**src/rtl/fifo_pkg.sv**
```systemverilog
// fifo_pkg: shared limits and sizing helpers for the fifo_peek family
package fifo_pkg;
  localparam int FIFO_MAX_ADDR_EXP = 16;
  localparam int FIFO_MAX_PEEK = 8;
  function automatic int clog2(input int v);
    int r = 0;
    while ((1 << r) < v) r++;
    return r;
  endfunction
  function automatic int count_width(input int addr_exp);
    return addr_exp + 1;
  endfunction
endpackage

```
**src/rtl/fifo_peek_if.sv**
```systemverilog
// fifo_peek_if: user-side handshake and status bundle of fifo_peek
interface fifo_peek_if
  import fifo_pkg::*;
#(
  parameter int DATA_SIZE = 8,
  parameter int ADDR_SPACE_EXP = 4,
  parameter int PEEK_DEPTH = 2
) ();
  logic flush;
  logic write_to_fifo;
  logic read_from_fifo;
  logic [DATA_SIZE-1:0] write_data_in;
  logic [DATA_SIZE-1:0] read_data_out;
  logic [PEEK_DEPTH*DATA_SIZE-1:0] peek_data;
  logic [count_width(ADDR_SPACE_EXP)-1:0] count;
  logic empty;
  logic full;
  logic almost_empty;
  logic almost_full;
  logic overflow;
  logic underflow;
  modport master (
    output flush, write_to_fifo, read_from_fifo, write_data_in,
    input read_data_out, peek_data, count, empty, full, almost_empty, almost_full, overflow, underflow
  );
  modport slave (
    input flush, write_to_fifo, read_from_fifo, write_data_in,
    output read_data_out, peek_data, count, empty, full, almost_empty, almost_full, overflow, underflow
  );
endinterface

```
**src/rtl/fifo_peek_history.sv**
```systemverilog
// fifo_peek_history: shift register of the most recently written words, slot 0 newest
module fifo_peek_history #(
  parameter int DATA_SIZE = 8,
  parameter int PEEK_DEPTH = 2
) (
  input  logic clk,
  input  logic reset,
  input  logic shift_en,
  input  logic [DATA_SIZE-1:0] din,
  output logic [PEEK_DEPTH*DATA_SIZE-1:0] hist
);
  localparam int W = PEEK_DEPTH * DATA_SIZE;
  always_ff @(posedge clk) begin
    if (reset) hist <= '0;
    else if (shift_en) hist <= (hist << DATA_SIZE) | W'(din);
  end
endmodule

```
**src/rtl/fifo_peek.sv**
```systemverilog
// fifo_peek: first-word-fall-through FIFO with count, level flags, sticky errors and write history
module fifo_peek
  import fifo_pkg::*;
#(
  parameter int DATA_SIZE = 8,
  parameter int ADDR_SPACE_EXP = 4,
  parameter int PEEK_DEPTH = 2,
  parameter int AF_LEVEL = (1 << ADDR_SPACE_EXP) - 2,
  parameter int AE_LEVEL = 2
) (
  input logic clk,
  input logic reset,
  fifo_peek_if.slave bus
);
  localparam int D = 1 << ADDR_SPACE_EXP;
  localparam int CW = count_width(ADDR_SPACE_EXP);
  localparam logic [CW-1:0] FULL_C = CW'(D);
  localparam logic [CW-1:0] AF_C = CW'(AF_LEVEL);
  localparam logic [CW-1:0] AE_C = CW'(AE_LEVEL);
  if (ADDR_SPACE_EXP < 1 || ADDR_SPACE_EXP > FIFO_MAX_ADDR_EXP || PEEK_DEPTH < 1 ||
      PEEK_DEPTH > FIFO_MAX_PEEK || DATA_SIZE < 1 || AF_LEVEL < 0 || AF_LEVEL > D ||
      AE_LEVEL < 0 || AE_LEVEL > D) begin : g_bad_param
    $error("fifo_peek: illegal parameter set");
  end
  logic [DATA_SIZE-1:0] r_mem [D];
  logic [ADDR_SPACE_EXP-1:0] r_wr_ptr, r_rd_ptr;
  logic [CW-1:0] r_count;
  logic r_ovf, r_udf;
  logic w_push, w_pop, w_empty, w_full, w_clr;
  // a full FIFO still accepts a write when a read frees the head slot in the same cycle
  always_comb begin
    w_clr = reset | bus.flush;
    w_empty = r_count == '0;
    w_full = r_count == FULL_C;
    w_push = ~w_clr & bus.write_to_fifo & (~w_full | bus.read_from_fifo);
    w_pop = ~w_clr & bus.read_from_fifo & ~w_empty;
  end
  always_ff @(posedge clk) begin
    if (w_clr) begin
      r_wr_ptr <= '0;
      r_rd_ptr <= '0;
      r_count <= '0;
      r_ovf <= 1'b0;
      r_udf <= 1'b0;
    end else begin
      r_wr_ptr <= r_wr_ptr + ADDR_SPACE_EXP'(w_push);
      r_rd_ptr <= r_rd_ptr + ADDR_SPACE_EXP'(w_pop);
      r_count <= r_count + CW'(w_push) - CW'(w_pop);
      r_ovf <= r_ovf | (bus.write_to_fifo & ~w_push);
      r_udf <= r_udf | (bus.read_from_fifo & ~w_pop);
    end
  end
  always_ff @(posedge clk) begin
    if (w_push) r_mem[r_wr_ptr] <= bus.write_data_in;
  end
  fifo_peek_history #(.DATA_SIZE(DATA_SIZE), .PEEK_DEPTH(PEEK_DEPTH)) u_hist (
    .clk(clk),
    .reset(reset),
    .shift_en(w_push),
    .din(bus.write_data_in),
    .hist(bus.peek_data)
  );
  assign bus.read_data_out = w_empty ? '0 : r_mem[r_rd_ptr];
  assign bus.count = r_count;
  assign bus.empty = w_empty;
  assign bus.full = w_full;
  assign bus.almost_empty = r_count <= AE_C;
  assign bus.almost_full = r_count >= AF_C;
  assign bus.overflow = r_ovf;
  assign bus.underflow = r_udf;
endmodule

```
**src/flat_wrapper.sv**
```systemverilog
// flat-port wrapper written by rule: the top's interface ports become plain ports
module fifo_peek_flat import fifo_pkg::*;
#(
  parameter int DATA_SIZE = 8,
  parameter int ADDR_SPACE_EXP = 4,
  parameter int PEEK_DEPTH = 2,
  parameter int AF_LEVEL = (1 << ADDR_SPACE_EXP) - 2,
  parameter int AE_LEVEL = 2
)
  (clk, reset, bus_flush, bus_write_to_fifo, bus_read_from_fifo, bus_write_data_in, bus_read_data_out, bus_peek_data, bus_count, bus_empty, bus_full, bus_almost_empty, bus_almost_full, bus_overflow, bus_underflow);
  fifo_peek_if #(.DATA_SIZE(DATA_SIZE), .ADDR_SPACE_EXP(ADDR_SPACE_EXP), .PEEK_DEPTH(PEEK_DEPTH)) bus_i ();
  input logic clk;
  input logic reset;
  input wire logic [$bits(bus_i.flush)-1:0] bus_flush;
  input wire logic [$bits(bus_i.write_to_fifo)-1:0] bus_write_to_fifo;
  input wire logic [$bits(bus_i.read_from_fifo)-1:0] bus_read_from_fifo;
  input wire logic [$bits(bus_i.write_data_in)-1:0] bus_write_data_in;
  output wire logic [$bits(bus_i.read_data_out)-1:0] bus_read_data_out;
  output wire logic [$bits(bus_i.peek_data)-1:0] bus_peek_data;
  output wire logic [$bits(bus_i.count)-1:0] bus_count;
  output wire logic [$bits(bus_i.empty)-1:0] bus_empty;
  output wire logic [$bits(bus_i.full)-1:0] bus_full;
  output wire logic [$bits(bus_i.almost_empty)-1:0] bus_almost_empty;
  output wire logic [$bits(bus_i.almost_full)-1:0] bus_almost_full;
  output wire logic [$bits(bus_i.overflow)-1:0] bus_overflow;
  output wire logic [$bits(bus_i.underflow)-1:0] bus_underflow;
  assign bus_i.flush = bus_flush;
  assign bus_i.write_to_fifo = bus_write_to_fifo;
  assign bus_i.read_from_fifo = bus_read_from_fifo;
  assign bus_i.write_data_in = bus_write_data_in;
  assign bus_read_data_out = bus_i.read_data_out;
  assign bus_peek_data = bus_i.peek_data;
  assign bus_count = bus_i.count;
  assign bus_empty = bus_i.empty;
  assign bus_full = bus_i.full;
  assign bus_almost_empty = bus_i.almost_empty;
  assign bus_almost_full = bus_i.almost_full;
  assign bus_overflow = bus_i.overflow;
  assign bus_underflow = bus_i.underflow;
  fifo_peek #(.DATA_SIZE(DATA_SIZE), .ADDR_SPACE_EXP(ADDR_SPACE_EXP), .PEEK_DEPTH(PEEK_DEPTH), .AF_LEVEL(AF_LEVEL), .AE_LEVEL(AE_LEVEL)) u_core (.clk(clk), .reset(reset), .bus(bus_i));
endmodule
```
**config.mk**
```make
export PLATFORM = sky130hd
export DESIGN_NAME = fifo_peek_flat
export DESIGN_NICKNAME = d
export VERILOG_FILES = /design/src/rtl/fifo_pkg.sv /design/src/rtl/fifo_peek_if.sv /design/src/rtl/fifo_peek_history.sv /design/src/rtl/fifo_peek.sv /design/src/flat_wrapper.sv
export SDC_FILE = /design/constraint.sdc
export NUM_CORES = 1
export LEC_CHECK = 0
export CAP_MARGIN = 20
export CORE_MARGIN = 5
export CORE_UTILIZATION = 58
export DETAILED_ROUTE_END_ITERATION = 12
export GPL_ROUTABILITY_DRIVEN = 0
export GPL_TIMING_DRIVEN = 0
export PLACE_DENSITY = 0.88
export SLEW_MARGIN = 10
export SYNTH_ARGS = -nofsm -noshare
export SYNTH_HDL_FRONTEND = slang
export SYNTH_SLANG_ARGS = --single-unit
```
**constraint.sdc**
```tcl
create_clock -name clk -period 2.89 [get_ports clk]
set_input_delay 0.4335 -clock clk [delete_from_list [all_inputs] [get_ports clk]]
set_output_delay 0.4335 -clock clk [all_outputs]
set_load 0.02 [all_outputs]
```
==> metrics.txt <==
final hold slack=0.482 ns; CP top delay family=multiplexers; die boundary width=115 µm; TritonCTS sink count=159; H-Tree Depth=4; WL/cell=24.1 µm; number of synthesized flops with an enable pin=128; post-DP HPWL=9.44 mm; library cells used by synthesis=40; critical path class=reg2out; Final Max Tran Viols=0; syn_area_per_cell=16.7 µm²; slowest stage delay, CP=0.52 ns; CP Buf/Inv Count=3; Cell Area, Synth=6450 µm²; Avg Vias per Cell=6.12; Detailed Route WL=15.1 mm; fin crit share=101%; met1 WL=5.89 mm; VDD IR max=0.368 mV; share of cells above drive strength 1=27.4%; Clock Skews=0.00798 ns; max-cap violation count=0; ANT cells=0; vias after detailed routing=3828; Tightest Pin Transition=0.851 ns; Worst-Skew Late Latency=0.52 ns; register area share after synthesis=69.2%; Crit path required time=2.46 ns; R2R cell count=7; Total GRT Usage=24.0%; DRT antenna net count=0; Layout fillers=613; Vert. Die Dim=115 µm; clk slew on worst S/H paths=0.06 ns; main flop type after synthesis=edfxtp_1; DR pass1 iterations=5; minimum clock period=2.91 ns; grt ovf=0; Final Hold Fails=0; Boundary Pins=48; Mapped Nets=414; number of global-route vias before repair=3904; Cell Chain, Critical Path=buf_8, buf_4, mux4_2, nor2b_1, a211oi_2, a211oi_2, buf_4; Yosys Warn Count=0; first-pass GRT wire length=22.8 mm; Root Buffer=clkbuf_8; CTS Hold Buffers Added=0; crit path DAT=2.48 ns; Final Net Count=500; crit path max-delay cell type=mux4_2; worst rel slew slack=43.0%; setup tns final=-0.0187 ns; core area=10900 µm²; met3 WL post-DR=1.43 mm; clock tree buffer depth=2; CP Capture Type=output port; synthesized instance count=387; Min-Delay Path Class=reg2reg; PortBufs=47; wire length on met2=7.39 mm; synth top area cells=edfxtp_1, mux4_2, dfxtp_1; largest net degree at the start of global routing=18; status=finished, violations left; Worst Path Max Fanout=4; initial DRC count=504; initial antenna violation count=0; most common cell in the netlist=edfxtp_1; Async S/R FF share, synth=0%; top-area cell type share of the netlist area=59.6%; maximum clock rate=0.344 GHz; Cell Pwr Density=597 nW/µm²; initial core utilization=59.3%; Pleak=2.65 nW; TritonCTS clock tree=built; synthesized flop and latch total=159; DIE AREA=13300 µm²; Post-synth top cells=edfxtp_1, mux4_2, dfxtp_1, inv_1, o21ai_0; CP Depth=7; failing checks=negative setup slack; Num CTS Buffers=17; Top Layer Used=met4; Final Power=0.00472 W; leading area contributor after synthesis=edfxtp_1; Hold Crit Depth=2; Final setup viols=1; synth-to-layout area growth=22.6%; drt drc=0; Setup crit start kind=register; PnR worst setup slack=-0.0187 ns; cell row count=38
-- sequential cells by signal, indices dropped and copies added (netlist names) --
signal / count
u_core.bus.count: 5
u_core.u_hist.hist: 16
u_core.r_wr_ptr: 4
u_core.bus.underflow: 1
u_core.r_mem: 128
u_core.bus.overflow: 1
u_core.r_rd_ptr: 4
-- report_power, final --
group | switching, W | internal (W)
Clock | 0.000828 | 0.00117
Combinational | 0.000134 | 0.0000906
Sequential | 0.0000141 | 0.00249
Total | 0.000976 | 0.00375
-- path summary, 6_finish.rpt --
path | start | endpoint | slack [ns]
worst max-delay path | u_core.r_rd_ptr[1] | bus_read_data_out[0] | -0.02
worst min-delay path | u_core.bus.overflow | u_core.bus.overflow | 0.48
worst max register to register | u_core.bus.count[2] | u_core.r_mem[1][2] | 0.12
worst min register to register | u_core.bus.overflow | u_core.bus.overflow | 0.48
-- metrics by stage --
stage	util (%)	setup WS, ns	std cells	instance area [µm²]
3_5_place_dp	66.0	-0.387	586	7190
5_1_grt	72.6	-0.136	626	7910
2_1_floorplan	-	0.0939	387	6450
3_3_place_gp	65.2	-0.535	574	7100
4_1_cts	71.8	-0.0132	618	7810
6_report	72.6	-0.0187	626	7910
-- placed cells by master, fill, tap and decap left out, drive strengths merged, types with 5 or more instances in the layout --
| cell type | count |
|---|---|
| edfxtp | 128 |
| mux2i | 8 |
| nand2b | 5 |
| clkinv | 5 |
| a211oi | 16 |
| xnor2 | 5 |
| nor2b | 8 |
| ha | 13 |
| o21ai | 17 |
| mux4 | 32 |
| dfxtp | 31 |
| clkbuf | 36 |
| inv | 28 |
| nor2 | 14 |
| nand2 | 5 |
| clkdlybuf4s50 | 38 |
| nor3 | 11 |
| nand3b | 16 |
| buf | 40 |
-- cells by family (layout without fill, tap and decap cells) --
kind of cell | Yosys count | after routing | synth area share (%)
adders and majority gates | 14 | 14 | 2.83
xor gates and xnor gates | 7 | 7 | 0.950
and+or+nand+nor | 73 | 73 | 6.83
muxes | 40 | 40 | 12.4
DFF | 159 | 159 | 69.2
buffers and inverters | 49 | 148 | 3.36
AOI/OAI and AO/OA | 45 | 45 | 4.42
-- metal layers --
layer / track usage (%) / vias up
met1: 32.6 / 1887
met4: 8.37 / 0
met5: 0 / -
met2: 37.3 / 251
li1: - / 1655
met3: 7.26 / 35
-- layout make-up --
| cell class | instances | area, µm² | share of cell area [%] |
|---|---|---|---|
| inverters | 27 | 101 | 1.28 |
| well taps | 140 | 175 | 2.22 |
| repair buffers | 67 | 566 | 7.15 |
| flip-flops and latches | 159 | 4470 | 56.5 |
| multi-input cells | 179 | 1900 | 24.0 |
| clock inverters | 6 | 31.3 | 0.396 |
| clock buffers | 26 | 499 | 6.31 |
| plain buffers | 22 | 166 | 2.10 |
-- tightest hold or removal path: cells and delay by family, from the launching register on --
kind,cells,cell delay (ns)
AND/OR/NAND/NOR,1,0.07
flip-flops,1,0.33
AO/OA/AOI/OAI,1,0.04
-- what timing repair did --
action / in CTS / in global routing
cloned: 0 / 0
pin swaps: 2 / 5
setup endpoints to repair: 48 / 33
resized for setup: 63 / 23
buffers inserted: 0 / 8
hold endpoints to repair: 0 / 0
Note: power is estimated with default switching activity, not from simulation.
